### config.mk
export PLATFORM = sky130hd
export DESIGN_NAME = fetch_stage
export DESIGN_NICKNAME = d
export VERILOG_FILES = /design/src/rtl/fetch_stage.sv
export SDC_FILE = /design/constraint.sdc
export NUM_CORES = 1
export LEC_CHECK = 0
export CAP_MARGIN = 5
export CORE_MARGIN = 8
export CORE_UTILIZATION = 52
export CTS_BUF_LIST = sky130_fd_sc_hd__clkbuf_16
export DETAILED_ROUTE_END_ITERATION = 10
export HOLD_SLACK_MARGIN = 0.15
export PLACE_DENSITY = 0.8
export SYNTH_ARGS = -nofsm -noshare
export SYNTH_HDL_FRONTEND = slang
export SYNTH_SLANG_ARGS = --single-unit
### constraint.sdc
create_clock -name clk -period 11.8 [get_ports clk]
set_input_delay 2.95 -clock clk [delete_from_list [all_inputs] [get_ports clk]]
set_output_delay 2.95 -clock clk [all_outputs]
set_load 0.02 [all_outputs]
### src/rtl/fetch_stage.sv
// Instruction-fetch front end: PC register, single-outstanding imem sequencing,
// one-entry fetch buffer and the IF/ID pipeline register.
module fetch_stage #(
  parameter logic [31:0] RESET_PC  = 32'h0000_0000,
  parameter logic [31:0] NOP_INSTR = 32'h0000_0013
) (
  input  logic        clk,
  input  logic        reset,
  input  logic        StallF,
  input  logic        StallD,
  input  logic        FlushD,
  input  logic [1:0]  PcSrc,
  input  logic [31:0] PcTargetE,
  input  logic [31:0] AluResultE,
  output logic        ImemReqValid,
  input  logic        ImemReqReady,
  output logic [31:0] ImemAddr,
  input  logic        ImemRspValid,
  input  logic [31:0] ImemRspData,
  output logic [31:0] InstrD,
  output logic [31:0] PcD,
  output logic [31:0] PcPlus4D,
  output logic        ValidD
);

  typedef enum logic [1:0] {
    S_IDLE = 2'd0,
    S_WAIT = 2'd1,
    S_DROP = 2'd2
  } state_t;

  state_t      state;
  logic [31:0] pc_f;
  logic [31:0] req_pc;
  logic        buf_valid;
  logic [31:0] buf_instr;
  logic [31:0] buf_pc;

  logic        redirect;
  logic [31:0] target;
  logic        rsp_wait;
  logic        rsp_accept;
  logic        space;
  logic        handshake;

  // Issue is allowed only when the buffer is guaranteed empty at end of cycle.
  always_comb begin
    redirect = (PcSrc != 2'b00);
    target   = (PcSrc == 2'b10) ? (AluResultE & 32'hFFFF_FFFE) : PcTargetE;
    rsp_wait = ImemRspValid && (state == S_WAIT);
    if (FlushD) begin
      space = 1'b1;
    end else if (buf_valid) begin
      space = !StallD;
    end else begin
      space = !(rsp_wait && StallD);
    end
    ImemReqValid = !reset && !StallF && ((state == S_IDLE) || ImemRspValid) && space;
    handshake    = ImemReqValid && ImemReqReady;
    rsp_accept   = rsp_wait && !redirect;
  end

  assign ImemAddr = pc_f;

  // PC register and tracker of the single outstanding request.
  always_ff @(posedge clk or posedge reset) begin
    if (reset) begin
      state  <= S_IDLE;
      pc_f   <= RESET_PC;
      req_pc <= 32'h0000_0000;
    end else begin
      if (redirect) begin
        pc_f <= target;
      end else if (handshake) begin
        pc_f <= pc_f + 32'd4;
      end
      if (handshake) begin
        req_pc <= pc_f;
      end
      case (state)
        S_IDLE: begin
          if (handshake) begin
            state <= redirect ? S_DROP : S_WAIT;
          end
        end
        S_WAIT: begin
          // Without a response the old request is still in flight and is now wrong-path.
          if (redirect) begin
            state <= (!ImemRspValid || handshake) ? S_DROP : S_IDLE;
          end else if (ImemRspValid) begin
            state <= handshake ? S_WAIT : S_IDLE;
          end
        end
        S_DROP: begin
          if (ImemRspValid) begin
            if (handshake) begin
              state <= redirect ? S_DROP : S_WAIT;
            end else begin
              state <= S_IDLE;
            end
          end
        end
        default: state <= S_IDLE;
      endcase
    end
  end

  // Fetch buffer and IF/ID register; flush/redirect dominates everything.
  always_ff @(posedge clk or posedge reset) begin
    if (reset) begin
      buf_valid <= 1'b0;
      buf_instr <= 32'h0000_0000;
      buf_pc    <= 32'h0000_0000;
      InstrD    <= NOP_INSTR;
      PcD       <= 32'h0000_0000;
      PcPlus4D  <= 32'h0000_0000;
      ValidD    <= 1'b0;
    end else begin
      if (FlushD || redirect) begin
        buf_valid <= 1'b0;
        InstrD    <= NOP_INSTR;
        PcD       <= 32'h0000_0000;
        PcPlus4D  <= 32'h0000_0000;
        ValidD    <= 1'b0;
      end else if (StallD) begin
        if (rsp_accept) begin
          buf_valid <= 1'b1;
          buf_instr <= ImemRspData;
          buf_pc    <= req_pc;
        end
      end else if (buf_valid) begin
        InstrD    <= buf_instr;
        PcD       <= buf_pc;
        PcPlus4D  <= buf_pc + 32'd4;
        ValidD    <= 1'b1;
        buf_valid <= rsp_accept;
        if (rsp_accept) begin
          buf_instr <= ImemRspData;
          buf_pc    <= req_pc;
        end
      end else if (rsp_accept) begin
        InstrD   <= ImemRspData;
        PcD      <= req_pc;
        PcPlus4D <= req_pc + 32'd4;
        ValidD   <= 1'b1;
      end else begin
        InstrD   <= NOP_INSTR;
        PcD      <= 32'h0000_0000;
        PcPlus4D <= 32'h0000_0000;
        ValidD   <= 1'b0;
      end
    end
  end

endmodule

==> results of run 1 <==
cell type report:
type,instances,area (sq um)
clock buffer,25,626
clock inverter,18,82.6
fill,1758,7180
inverter,19,78.8
multi-input combinational,823,5220
sequential,226,5660
tap,280,350
timing repair buffer,245,2420
cell families after synthesis:
group	synth area share (%)
buffers and inverters	4.13
flip-flops	50.0
AO/OA/AOI/OAI	19.4
adder cells (fa/ha/maj)	0.332
XOR/XNOR	3.17
multiplexers	7.21
AND/OR/NAND/NOR	15.7
metrics by stage:
step / worst slack, ns / total power, mW / area (sq um) / utilization, %
3_3_place_gp: 3.85 / 1.11 / 13700 / 63.5
6_report: 3.79 / 1.79 / 14400 / 66.8
3_5_place_dp: 3.80 / 1.12 / 13700 / 63.5
2_1_floorplan: 2.66 / 1.00 / 11300 / -
5_1_grt: 3.66 / 1.86 / 14400 / 66.8
4_1_cts: 3.80 / 1.80 / 14400 / 66.8
power groups by stage:
| stage | logic, mW | clock network, mW | registers, mW |
|---|---|---|---|
| after CTS | 0.217 | 0.691 | 0.887 |
| after floorplan | 0.123 | 0 | 0.882 |
| after global routing | 0.240 | 0.725 | 0.896 |
| after detailed placement | 0.216 | 0 | 0.900 |
| final | 0.217 | 0.682 | 0.890 |
| after global placement | 0.212 | 0 | 0.898 |
synthesized netlist by cell type (3+ instances only):
| master | n | area (sq um) |
|---|---|---|
| a21oi_1 | 57 | 285 |
| a221o_1 | 9 | 90.1 |
| a22o_1 | 5 | 43.8 |
| a22oi_1 | 86 | 646 |
| a2bb2oi_1 | 7 | 61.3 |
| a31oi_1 | 3 | 18.8 |
| and2_1 | 4 | 25.0 |
| and3_1 | 5 | 31.3 |
| and4_1 | 9 | 78.8 |
| buf_1 | 3 | 11.3 |
| buf_2 | 36 | 180 |
| buf_4 | 4 | 30.0 |
| clkbuf_1 | 44 | 165 |
| dfrtp_1 | 223 | 5580 |
| dfstp_2 | 3 | 78.8 |
| ha_1 | 3 | 37.5 |
| inv_1 | 18 | 67.6 |
| mux2_2 | 60 | 676 |
| mux2i_1 | 14 | 140 |
| nand2_1 | 206 | 773 |
| nand2b_1 | 3 | 18.8 |
| nand3_1 | 28 | 140 |
| nand4_1 | 25 | 156 |
| nor2_1 | 25 | 93.8 |
| nor3_1 | 11 | 55.1 |
| nor4_1 | 22 | 138 |
| nor4_2 | 3 | 37.5 |
| o211ai_1 | 5 | 37.5 |
| o21a_1 | 3 | 22.5 |
| o21ai_0 | 109 | 546 |
| o21ai_1 | 3 | 15.0 |
| o221ai_1 | 3 | 26.3 |
| o22ai_1 | 4 | 25.0 |
| o31a_1 | 6 | 52.6 |
| o31ai_1 | 13 | 97.6 |
| o41ai_1 | 3 | 26.3 |
| or3_1 | 4 | 25.0 |
| or4_1 | 10 | 75.1 |
| xnor2_1 | 27 | 236 |
| xor2_1 | 14 | 123 |
placed cells by master (no fill, tap or decap), drive strengths merged, types with 5 or more instances in the layout:
cell	instances
and3	5
nand2	206
nand3	28
clkbuf	25
nand4	27
mux2	60
a21oi	57
mux2i	14
clkdlybuf4s50	233
nor4	25
o211ai	5
xor2	14
o31a	6
a22oi	86
xnor2	27
and4	9
nor2	25
a22o	5
buf	12
nor3	13
inv	28
clkinv	8
o31ai	14
dfrtp	223
or4	10
a2bb2oi	7
a221o	9
o21ai	112
state kept, by name (all words and copies together) (netlist names), 2 cells and up:
| signal | count |
|---|---|
| buf_pc | 32 |
| InstrD | 32 |
| PcPlus4D | 30 |
| buf_instr | 32 |
| state | 2 |
| ImemAddr | 32 |
| PcD | 32 |
| req_pc | 32 |
metal layers:
metal | GRT usage, % | vias up | part of all wire [%]
li1 | - | 4598 | -
met1 | 34.7 | 4797 | 44
met2 | 37.2 | 501 | 44
met3 | 5.32 | 65 | 9.6
met4 | 6.49 | 0 | 2.5
met5 | 0 | - | 0
path summary, 6_finish.rpt:
check,endpoint,slack [ns]
worst max register to register,PcPlus4D[31]$_DFFE_PP0P_,9.02
worst min-delay path,PcD[28]$_DFFE_PP0P_,0.48
min in group asynchronous,ImemAddr[31]$_DFFE_PP0P_,2.99
worst max-delay path,ImemReqValid,3.79
max in group asynchronous,buf_instr[9]$_DFFE_PP0P_,6.78
worst min register to register,PcD[28]$_DFFE_PP0P_,0.48
worst max-delay path, delay by kind of cell:
| kind | cells | cell delay, ns |
|---|---|---|
| AO/OA/AOI/OAI | 1 | 0.56 |
| buffers and inverters | 2 | 1.18 |
| AND/OR/NAND/NOR | 2 | 0.36 |
==> impl_metrics.tcl, run 1 <==
set metrics [dict create \
    gp_congestion 0.895 \
    grt_util_all_layers_pct 24.4 \
    finalNetCount 1447 \
    core_sq_um 21600 \
    end_kind "output port" \
    ys_ff_latch 226 \
    hold_depth 2 \
    drtAntennaViolNets 0 \
    startpoint "ImemRspValid" \
    initial_utilization_pct 52.4 \
    grt_start_max_net_pins 114 \
    drt-pass1-iter-count 5 \
    num_rows 54 \
    cts_sinks 226 \
    cts_setup_buffers 0 \
    p_leak_nw 5.88 \
    die_w_um 164 \
    path_cells "clkdlybuf4s50_1 -> nand3b_2 -> a211oi_2 -> nor2_1 -> clkdlybuf4s50_1" \
    synth_cell_types 67 \
    port_buffers 233 \
    setup_tns_ns 0 \
    hold_start "PcD[28]$_DFFE_PP0P_" \
    ys_seq_area_share_pct 50.0 \
    grt_overflow 0 \
    insertion_delay_ns 0.51 \
    p_per_area_nw_per_um2 124 \
    max_stage_delay_ns 0.61 \
    min_period_ns 8.01 \
    setup_viol 0 \
    drv_cap 0 \
    pwr-share-comb_pct 12.1 \
    cpMostUsedCell "clkdlybuf4s50_1" \
    clockRootBuffer "clkbuf_16" \
    cp.arrival_ns 5.06 \
    hold_class "reg2reg" \
    antenna_found_initial 0 \
    numCtsBuffers 24 \
    crit_fanout 9 \
    drt-initial-drc-count 993 \
    synth_warnings 0 \
    cts_tree "yes" \
    synthArstFlopShare_pct 100 \
    grt_pass1_wl_mm 53.3 \
    fmax_mhz 125 \
    power.switching_uw 488 \
    cp_slowest_cell "clkdlybuf4s50_1" \
    p_seq_share_pct 49.8 \
    required_ns 8.85 \
    status "finished clean" \
    htree_levels 1 \
    final.setup_skew_ns 0.0138 \
    drive_gt1_share_pct 9.66 \
    dpl.cell_count 1593 \
    ff2ff_path_depth 5 \
    ctsHoldBuffers 0 \
    rsz0062_at_grt "false" \
    syn_area_sq_um 11300 \
    die_h_um 164 \
    cts.path.max_buffers 3 \
    syn_inst 1157 \
    syn2layout_area_growth_pct 27.5 \
    synth_ff_type "dfrtp_1" \
    p_sw_share_pct 27.3 \
    finalNonFillerCells 1636 \
    drt_wl_total_mm 33.0 \
    clkSlewWorstSetupHoldPaths_ns 0.06 \
    hold_violations 0 \
    final.period_utilization_pct 67.9 \
    p_int_mw 1.30 \
    cts_resized 0 \
    clockPowerShare_pct 38.1 \
    num_vias 9961 \
    ir_drop_mv 0.0896 \
    slew_headroom_pct 25.4 \
    synth-edff-count 0 \
    reg2reg_from "buf_pc[4]$_DFFE_PP0P_" \
    die_area_sq_um 26800 \
    drv_slew 0 \
    syn_nets 1265 \
    syn_area_per_cell_sq_um 9.79 \
    worst_pin_slew_ns 1.11 \
    diodes 0 \
    place_hpwl_mm 22.8 \
    viasPerCell 6.09 \
    hold_slack_ns 0.475 \
    io-pin-count 235 \
    grt_pass1_vias 9785 \
    crit_type "in2out" \
    drc_errors 0 \
    start_kind "primary input" \
    wl_per_cell_um 20.2 \
]
Note: power is estimated with default switching activity, not from simulation.
==> run 2, diff against run 1 <==
Clock period 11.8 ns to 7.6 ns, I/O delays scaled along.
==> run 2 against run 1 <==
Against the previous run:
- global-route usage grew 0.24 points
- total power is 60% higher
- combinational power is 56% higher
- via count grew 0.52%
- count of clock-buffer cells in the layout is the same
- critical path depth unchanged
- core utilization rose by 0.32 points
- wire length rose by 1.8%
- register-to-register slack worse by 4.0 ns
- sequential share of layout area is 0.19 points lower
- first-iteration DRC count grew 6.9%
- clock skew is 0.00069 ns higher
==> impl_metrics.tcl, run 2 (synthesized netlist as in run 1, its figures left out) <==
set metrics [dict create \
    min_period_ns 5.92 \
    drt_wl_total_mm 33.6 \
    wl_per_cell_um 20.5 \
    grt_pass1_vias 9948 \
    cts_setup_buffers 0 \
    rsz0062_at_grt "false" \
    finalNonFillerCells 1640 \
    die_w_um 164 \
    diodes 0 \
    cts_resized 0 \
    viasPerCell 6.11 \
    dpl.cell_count 1596 \
    numCtsBuffers 24 \
    cp.arrival_ns 4.02 \
    hold_class "reg2reg" \
    drv_cap 0 \
    grt_start_max_net_pins 94 \
    crit_type "in2out" \
    die_h_um 164 \
    die_area_sq_um 26800 \
    crit_fanout 9 \
    grt_overflow 0 \
    worst_slack_ns 1.68 \
    start_kind "primary input" \
    syn2layout_area_growth_pct 28.1 \
    final.period_utilization_pct 77.9 \
    crit_family "buffers and inverters" \
    status "finished clean" \
    path_buf_inv 2 \
    drive_gt1_share_pct 10.0 \
    setup_viol 0 \
    slew_headroom_pct 25.1 \
    clockRootBuffer "clkbuf_16" \
    place_hpwl_mm 23.1 \
    drt-pass1-iter-count 7 \
    ctsHoldBuffers 0 \
    fillers 1720 \
    seq_area_sq_um 5660 \
    startpoint "ImemRspValid" \
    core_sq_um 21600 \
    reg2reg_from "buf_pc[4]$_DFFE_PP0P_" \
    ir_drop_mv 0.109 \
    cts_tree "yes" \
    met3_usage_pct 5.67 \
    multi_input_area_sq_um 5220 \
    required_ns 5.70 \
    busiest_layer "met2" \
    final_common_cell "clkdlybuf4s50_1" \
    initial_utilization_pct 52.4 \
    pre_cts_ws_ns 1.72 \
    hold_start "PcD[30]$_DFFE_PP0P_" \
    antenna_found_initial 0 \
    cpMostUsedCell "clkdlybuf4s50_1" \
    drv_slew 0 \
    grt_util_all_layers_pct 24.6 \
    finalNetCount 1450 \
    final_cell_mix "clkdlybuf4s50_1 (233), dfrtp_1 (222), nand2_1 (206)" \
    grt_pass1_wl_mm 53.6 \
    io-pin-count 235 \
    num_vias 10000 \
    p_per_area_nw_per_um2 197 \
    clkSlewWorstSetupHoldPaths_ns 0.06 \
    p_leak_nw 5.90 \
    met2_usage_pct 39.4 \
    final.setup_skew_ns 0.0145 \
    max_stage_delay_ns 0.60 \
    insertion_delay_ns 0.51 \
    port_buffers 233 \
    end_kind "output port" \
    fmax_mhz 169 \
    num_rows 54 \
    setup_tns_ns 0 \
    worst_pin_slew_ns 1.12 \
    cp_slowest_cell "clkdlybuf4s50_1" \
    path_cells "clkdlybuf4s50_1 -> nand3b_2 -> a211oi_2 -> nor2_1 -> clkdlybuf4s50_1" \
    drt-initial-drc-count 1062 \
    drc_errors 0 \
    cts.path.max_buffers 3 \
    cts_sinks 226 \
    grt.met1_usage_pct 33.6 \
    gp_congestion 0.887 \
    htree_levels 1 \
    hold_violations 0 \
    drtAntennaViolNets 0 \
]
-- run 2: final cells by class --
cell class	count	share of cell area (%)
Clock buffer	25	4.31
Clock inverter	19	0.914
Inverter	19	0.517
Multi-Input combinational cell	823	36.0
Sequential cell	226	39.0
Tap cell	280	2.41
Timing Repair Buffer	248	16.9
-- run 2: metal layers --
layer	share of wire, %	wire length, um	up-vias
met4	1.8	609	0
li1	-	-	4610
met3	8.9	2990	49
met1	43	14500	4849
met5	0	0	-
met2	46	15400	505
-- run 2: final timing paths --
check / slack, ns / depth (start not counted) / end
setup reg to reg: 5.01 / 5 / PcPlus4D[31]$_DFFE_PP0P_
hold / removal: 0.47 / 2 / PcD[30]$_DFFE_PP0P_
max in group asynchronous: 4.44 / 4 / InstrD[21]$_DFFE_PP0P_
hold reg to reg: 0.47 / 2 / PcD[30]$_DFFE_PP0P_
setup / recovery: 1.68 / 5 / ImemReqValid
min in group asynchronous: 1.65 / 2 / ImemAddr[31]$_DFFE_PP0P_
-- run 2: power breakdown --
part / switching [mW] / internal (mW) / total [mW] / leakage (nW)
registers: 0.117 / 1.27 / 1.38 / 3.05
logic: 0.178 / 0.161 / 0.339 / 2.46
clock network: 0.471 / 0.660 / 1.13 / 0.387
-- run 2: per-stage QoR --
step | hold WS [ns] | power [mW] | instance area, sq um | utilization, %
3_3_place_gp | 0.460 | 1.73 | 13800 | 63.6
5_1_grt | 0.500 | 2.97 | 14500 | 67.1
2_1_floorplan | 0.462 | 1.56 | 11300 | -
6_report | 0.473 | 2.85 | 14500 | 67.1
3_5_place_dp | 0.465 | 1.73 | 13800 | 63.6
4_1_cts | 0.480 | 2.87 | 14500 | 67.1
-- run 2: worst register-to-register path, delay by kind of cell (launching register included) --
family	cells	cell delay, ns
and+or+nand+nor	3	1.64
DFF	1	0.47
muxes	1	0.25
AOI/OAI and AO/OA	1	0.11
==> run 3, diff against run 2 <==
Settings changed: CORE_UTILIZATION 52 to 47, PLACE_DENSITY 0.8 to 0.76.
Clock period 7.6 ns to 5.2 ns, I/O delays scaled along.
==> run 3 against run 2 <==
Against the previous run:
- count of clock-buffer cells in the layout unchanged
- design area increased by 0.55%
- critical path type unchanged
- critical path depth is the same
- total power increased by 42%
==> impl_metrics.tcl, run 3 (synthesized netlist as in run 1, its figures left out) <==
set metrics [dict create \
    final_cell_mix "clkdlybuf4s50_1 (233), dfrtp_1 (222), nand2_1 (206)" \
    final_common_cell "clkdlybuf4s50_1" \
    crit_end "ImemReqValid" \
    slew_headroom_pct 31.8 \
    path_buf_inv 2 \
    ir_drop_mv 0.170 \
    drtAntennaViolNets 0 \
    hold_violations 0 \
    num_vias 9848 \
    startpoint "ImemRspValid" \
    num_rows 57 \
    place_hpwl_mm 23.4 \
    cp_slowest_cell "clkdlybuf4s50_1" \
    crit_cells 5 \
    die_w_um 171 \
    drc_errors 0 \
    clkSlewWorstSetupHoldPaths_ns 0.06 \
    initial_utilization_pct 47.2 \
    grt_overflow 0 \
    drv_slew 0 \
    min_period_ns 4.49 \
    cp.arrival_ns 3.19 \
    die_h_um 171 \
    cts_tree "yes" \
    finalNonFillerCells 1687 \
    cts_resized 0 \
    final.period_utilization_pct 86.3 \
    cts.path.max_buffers 3 \
    multi_input_area_sq_um 5220 \
    core_sq_um 24000 \
    wl_per_cell_um 19.6 \
    ctsHoldBuffers 0 \
    setup_tns_ns 0 \
    ff2ff_path_depth 5 \
    grt_util_all_layers_pct 22.5 \
    htree_levels 1 \
    end_kind "output port" \
    required_ns 3.90 \
    worst_pin_slew_ns 1.02 \
    drv_cap 0 \
    hold_slack_ns 0.474 \
    hold_class "reg2reg" \
    max_stage_delay_ns 0.59 \
    antenna_found_initial 0 \
    numCtsBuffers 25 \
    dpl_cell_area_sq_um 13900 \
    final.setup_skew_ns 0.00553 \
    p_leak_nw 5.92 \
    insertion_delay_ns 0.51 \
    crit_type "in2out" \
    cts_sinks 226 \
    syn2layout_area_growth_pct 28.9 \
    fmax_mhz 223 \
    clockRootBuffer "clkbuf_16" \
    viasPerCell 5.84 \
    grt_pass1_wl_mm 53.4 \
    port_buffers 233 \
    rsz0062_at_grt "false" \
    cts_setup_buffers 0 \
    reg2reg_slack_ns 2.58 \
    status "finished clean" \
    setup_viol 0 \
    start_kind "primary input" \
    crit_family "buffers and inverters" \
    drt_wl_total_mm 33.1 \
    path_cells "clkdlybuf4s50_1 -> nand3b_2 -> a211oi_2 -> nor2_1 -> clkdlybuf4s50_1" \
    reg2reg_to "PcPlus4D[25]$_DFFE_PP0P_" \
    dpl.cell_count 1643 \
    finalNetCount 1454 \
    cpMostUsedCell "clkdlybuf4s50_1" \
    p_per_area_nw_per_um2 278 \
    diodes 0 \
    crit_fanout 6 \
    drive_gt1_share_pct 9.61 \
    drt-pass1-iter-count 5 \
    grt_start_max_net_pins 94 \
    seq_area_sq_um 5660 \
    reg2reg_from "req_pc[4]$_DFFE_PP0P_" \
    die_area_sq_um 29300 \
    fin_area_sq_um 14600 \
    fillers 2094 \
    drt-initial-drc-count 919 \
    io-pin-count 235 \
    grt_pass1_vias 9886 \
    gp_congestion 0.865 \
]
run 3: cell types whose count changed in the layout (fill, tap and decap cells not counted):
cell	delta
buf_12	+5
buf_4	-2
bufinv_16	-2
clkinv_1	-1
clkinv_2	-6
inv_1	+9
run 3: final cells by class:
cell class                 instances  share of cell area, %
inverter                          19                  0.515
clock buffer                      25                   4.29
sequential                       226                   38.8
timing repair buffer             251                   17.3
clock inverter                    19                  0.497
tap                              324                   2.78
multi-input combinational        823                   35.8
run 3: how the worst min path moves through the flow:
stage	from	end	slack, ns	depth (start not counted)
2_1_floorplan	req_pc[0]$_DFFE_PP0P_	req_pc[0]$_DFFE_PP0P_	0.46	2
3_3_place_gp	InstrD[8]$_DFFE_PP0P_	InstrD[8]$_DFFE_PP0P_	0.46	2
3_5_place_dp	ValidD$_DFFE_PP0P_	ValidD$_DFFE_PP0P_	0.46	2
4_1_cts	ValidD$_DFFE_PP0P_	ValidD$_DFFE_PP0P_	0.48	2
5_1_grt	ValidD$_DFFE_PP0P_	ValidD$_DFFE_PP0P_	0.49	2
6_report	ValidD$_DFFE_PP0P_	ValidD$_DFFE_PP0P_	0.47	2
run 3: power by group:
part	internal, mW	total [mW]	switching (mW)
registers	1.85	2.03	0.174
clock network	0.860	1.53	0.673
logic	0.239	0.495	0.256
run 3: metal layers:
layer	wire (um)	share of wire, %	GRT usage (%)
met1	14500	44	30.9
met2	14600	44	34.7
met5	0	0	0
met3	3220	9.7	6.04
met4	779	2.4	6.28
run 3: worst min-delay path: stages, from the launching register on:
cell and delay, ns:
dfrtp_1 0.34, nand2_1 0.05, nand2_1 0.05
run 3: metrics by stage:
| stage | utilization, % | worst slack, ns | power (mW) |
|---|---|---|---|
| CTS | 60.9 | 0.729 | 4.08 |
| global placement | 58.0 | 0.772 | 2.53 |
| detailed placement | 58.0 | 0.721 | 2.54 |
| global route | 60.9 | 0.632 | 4.22 |
| finish | 60.9 | 0.710 | 4.05 |
| floorplan | - | 0.950 | 2.28 |
==> variant 1 (flow settings as in run 3) <==
Encoding of `state_t`: now one-hot (3 bits for 3 states).
--- a/src/rtl/fetch_stage.sv
+++ b/src/rtl/fetch_stage.sv
@@ -25,6 +25,6 @@
 
-  typedef enum logic [1:0] {
-    S_IDLE = 2'd0,
-    S_WAIT = 2'd1,
-    S_DROP = 2'd2
+  typedef enum logic [2:0] {
+    S_IDLE = 3'b001,
+    S_WAIT = 3'b010,
+    S_DROP = 3'b100
   } state_t;
Check against the original RTL: same outputs for any inputs over 4 cycles, from zero or initial values and one cycle with reset high; so few cycles prove little.
==> variant 1 against run 3 <==
- wire length up 2.2%
- sequential power decreased by 2%
- worst setup slack better by 0.053 ns
- area after synthesis increased by 0.36%
- power is 2.5% higher
- hold slack better by 0.0020 ns
- global-route usage rose by 0.27 points
- synthesized cell count is 0.86% higher
- utilization increased by 0.53 points
- cell area grew 1.2%
- sequential share of layout area decreased by 0.27 points
- highest routed layer unchanged
- sequential cell count up 1
- largest power group unchanged
==> variant 1: results (changes against run 3) <==
status finished, final reports clean (unchanged); hold slack 0.4759 ns (was 0.4739 ns); Pwr Density 281.5 nW/um^2 (was 277.8 nW/um^2); Net Sw Power 1.083 mW (was 1.103 mW); worst IR drop on VDD 0.0001969 V (was 0.0001704 V); top cells by count, synth dfrtp_1 (223), nand2_1 (206), o21ai_0 (114) (was dfrtp_1 (223), nand2_1 (206), o21ai_0 (109)); Hold EP PcD[23]$_DFFE_PP0P_ (was ValidD$_DFFE_PP0P_); first-pass GRT wire length 53,840 um (was 53,360 um); Filler Cell Count 2,074 (was 2,094); gp weighted congestion 0.8601 (was 0.8646); mux cell area share after synthesis 7.443% (was 7.205%); Detailed Route WL 33,820 um (was 33,080 um); LEAKAGE 6.064 nW (was 5.924 nW); Post-Synth XOR/XNOR Area 3.468% (was 3.172%); Iter 0 DRT Violations 906 (was 919); placed cells 1,666 (was 1,643); R2R setup slack 2.49 ns (was 2.58 ns); FF-to-FF path depth 6 (was 5); reg2reg start buf_valid$_DFFE_PP0P_ (was req_pc[4]$_DFFE_PP0P_); Nets 1,476 (was 1,454); pre-CTS setup slack 0.7895 ns (was 0.7206 ns); arrival time at the worst endpoint 3.14 ns (was 3.19 ns); placed inst area 13,970 um^2 (was 13,890 um^2); main area contributors after synthesis dfrtp_1 (49%), nand2_1 (6.8%), mux2_2 (5.9%) (was dfrtp_1 (49%), nand2_1 (6.8%), mux2_2 (6.0%)); CP max stage delay 0.57 ns (was 0.59 ns); Synth Net Count 1,275 (was 1,265); routed via count 9,980 (was 9,848); Post-Synth Adder-Cell Area 0.3303% (was 0.3315%); clock buffer count from CTS 24 (was 25); Logic power comb 458 uW (was 495 uW); number of global-route vias before repair 9,836 (was 9,886); final worst-path cycle share 85.33% (was 86.34%); final core utilization 61.41% (was 60.88%); Worst slew margin 19.65% (was 31.83%); ratio of cells with drive above 1 in the final layout 10.03% (was 9.611%); GRT Resource Usage Total 22.79% (was 22.51%); DPL Wire Length 23,610 um (was 23,380 um); Min-Delay Startpoint PcD[23]$_DFFE_PP0P_ (was ValidD$_DFFE_PP0P_); FF-to-FF End ImemAddr[23]$_DFFE_PP0P_ (was PcPlus4D[25]$_DFFE_PP0P_); final setup skew 0.006957 ns (was 0.005535 ns); Mean Syn Cell Area 9.737 um^2 (was 9.786 um^2); drt first pass iters 6 (was 5)
[variant 1: cell count changes after synthesis, sizes merged, moves of 4 or more]
cell	run 3	this run
a21boi	0	4
a21oi	57	51
a22oi	86	81
and3	5	9
buf	43	27
clkbuf	46	53
nand3	28	37
nand4	27	20
nor2	25	44
nor4	25	18
o31a	6	1
xor2	14	19
[variant 1: final cells by class]
| class | count | area share (%) |
|---|---|---|
| Inverter | 18 | 0.4832 |
| Sequential cell | 227 | 38.53 |
| Clock buffer | 25 | 4.239 |
| Multi-Input combinational cell | 842 | 35.83 |
| Clock inverter | 19 | 1.085 |
| Timing Repair Buffer | 255 | 17.09 |
| Tap cell | 324 | 2.747 |
[variant 1: per-layer routing]
| metal | routed length, um | up-vias | GRT usage [%] |
|---|---|---|---|
| met3 | 2848 | 61 | 4.912 |
| met2 | 15200 | 432 | 35.74 |
| li1 | - | 4656 | - |
| met4 | 841 | 0 | 6.730 |
| met1 | 14920 | 4831 | 31.31 |
| met5 | 0 | - | 0 |
==> variant 2 (flow settings as in run 3) <==
Without the edit above. Set the parameter `NOP_INSTR` to 32'h00000009 (it was 32'h0000_0013).
--- a/src/rtl/fetch_stage.sv
+++ b/src/rtl/fetch_stage.sv
@@ -4,3 +4,3 @@
   parameter logic [31:0] RESET_PC  = 32'h0000_0000,
-  parameter logic [31:0] NOP_INSTR = 32'h0000_0013
+  parameter logic [31:0] NOP_INSTR = 32'h00000009
 ) (
Check against the original RTL: not equivalent (a bounded check fails within 4 cycles, from zero or initial values and one cycle with reset high).
==> variant 2 against run 3 <==
- power rose by 2.4%
- sequential cell count unchanged
- hold slack improved by 0.0016 ns
- critical path type unchanged
- worst setup slack better by 0.12 ns
- wire length up 1.2%
- die area down 0.82%
- area after synthesis fell by 0.90%
- cell area down 0.32%
- global-route usage up 0.36 points
- largest cell class unchanged
==> variant 2: results (changes against run 3) <==
CTS H-tree lvls 1 (unchanged); main area contributors after synthesis dfrtp_1 (50%), nand2_1 (7.6%), mux2_2 (6.3%) (was dfrtp_1 (49%), nand2_1 (6.8%), mux2_2 (6.0%)); R2R setup slack 2.36 ns (was 2.58 ns); Synth Net Count 1,272 (was 1,265); # diodes 0 (unchanged); pin count of the biggest net entering global routing 152 (was 94); number of global-route vias before repair 9,652 (was 9,886); wire length on met2 14,400 um (was 14,590 um); Nets 1,463 (was 1,454); arrival time at the worst endpoint 3.07 ns (was 3.19 ns); Cells after Synth 1,164 (was 1,157); LEAKAGE 5.962 nW (was 5.924 nW); drt first pass iters 7 (was 5); gp weighted congestion 0.8916 (was 0.8646); DPL Wire Length 23,200 um (was 23,380 um); CP max stage delay 0.62 ns (was 0.59 ns); Post-Synth Adder-Cell Area 0.3345% (was 0.3315%); Bufs on Longest Clock Path 3 (unchanged); worst setup path start StallD (was ImemRspValid); mux cell area share after synthesis 7.304% (was 7.205%); Compound-Gate Fraction of Synth Area 18.22% (was 19.44%); first-pass GRT wire length 53,630 um (was 53,360 um); Worst Tran Pin Value 1.187 ns (was 1.019 ns); placed inst area 13,800 um^2 (was 13,890 um^2); status finished, final reports clean (unchanged); FF-to-FF End PcPlus4D[30]$_DFFE_PP0P_ (was PcPlus4D[25]$_DFFE_PP0P_); Highest Signal Layer met5 (was met4); clock buffer count from CTS 24 (was 25); Hold Path Class reg2reg (unchanged); Detailed Route WL 33,480 um (was 33,080 um); top cells by count, synth nand2_1 (226), dfrtp_1 (224), o21ai_0 (106) (was dfrtp_1 (223), nand2_1 (206), o21ai_0 (109)); initial antenna violation count 1 (was 0); Iter 0 DRT Violations 1,077 (was 919); post-synthesis sequential area ratio 50.42% (was 49.98%); GRT Resource Usage Total 22.87% (was 22.51%); hold slack 0.4755 ns (was 0.4739 ns); WL met3 3129 um (was 3218 um); Synth cell types 64 (was 67); routed len/inst 19.82 um (was 19.61 um); DRT met1 WL 15,060 um (was 14,500 um); worst IR drop on VDD 0.0002221 V (was 0.0001704 V); ratio of cells with drive above 1 in the final layout 9.708% (was 9.611%); routed via count 9,956 (was 9,848); Post-Synth XOR/XNOR Area 3.814% (was 3.172%); final setup skew 0.009803 ns (was 0.005535 ns); placed cells 1,648 (was 1,643)
## variant 2: changes by cell type after synthesis, moves of 4 or more
cell,run 3,this run
nand2_1,206,226
o22a_1,1,5
a2bb2oi_1,7,3
nand2b_1,3,8
buf_1,3,9
nor3_1,11,15
buf_2,36,6
nand3_1,28,36
xor2_1,14,20
and4_1,9,4
inv_1,18,10
clkbuf_1,44,68
## variant 2: metrics by stage
stage / utilization, % / setup TNS (ns) / setup WS (ns)
2_1_floorplan: - / -1.318 / -1.318
3_3_place_gp: 58.77 / 0 / 0.8582
3_5_place_dp: 58.77 / 0 / 0.8685
4_1_cts: 61.96 / 0 / 0.8568
5_1_grt: 61.96 / 0 / 0.7432
6_report: 61.96 / 0 / 0.8294
## variant 2: worst min-delay path by stage
stage / from / end / cells after the start
2_1_floorplan: req_pc[0]$_DFFE_PP0P_ / req_pc[0]$_DFFE_PP0P_ / 2
3_3_place_gp: InstrD[15]$_DFFE_PP0P_ / InstrD[15]$_DFFE_PP0P_ / 2
3_5_place_dp: ValidD$_DFFE_PP0P_ / ValidD$_DFFE_PP0P_ / 2
4_1_cts: InstrD[15]$_DFFE_PP0P_ / InstrD[15]$_DFFE_PP0P_ / 2
5_1_grt: PcPlus4D[7]$_DFFE_PP0P_ / PcPlus4D[7]$_DFFE_PP0P_ / 2
6_report: PcPlus4D[7]$_DFFE_PP0P_ / PcPlus4D[7]$_DFFE_PP0P_ / 2
## variant 2: per-layer routing
metal / track usage (%) / up-vias
met5: 0 / -
li1: - / 4600
met4: 6.636 / 2
met3: 5.577 / 62
met2: 34.08 / 503
met1: 32.62 / 4789
## variant 2: logic make-up after synthesis
logic type      Yosys count
compound gates          319
xor+xnor                 48
fa+ha+maj                 3
buf+inv                  96
flops                   226
mux                      74
simple gates            398
## variant 2: final cells by class
| type | instances | area (um^2) |
|---|---|---|
| Sequential cell | 226 | 5659 |
| Multi-Input combinational cell | 842 | 5204 |
| Clock inverter | 16 | 121.4 |
| Tap cell | 319 | 399.1 |
| Clock buffer | 25 | 625.6 |
| Timing Repair Buffer | 251 | 2492 |
| Inverter | 10 | 41.29 |
| Fill cell | 2024 | 8930 |
## variant 2: critical path, delay by kind of cell
family                 cells  cell delay, ns
buffers and inverters      2            1.19
and+or+nand+nor            2            0.42
AOI/OAI and AO/OA          1            0.16
## variant 2: power by group
part,internal (mW),switching [mW]
sequential,1.85,0.173
combinational,0.239,0.251
clock,0.960,0.675
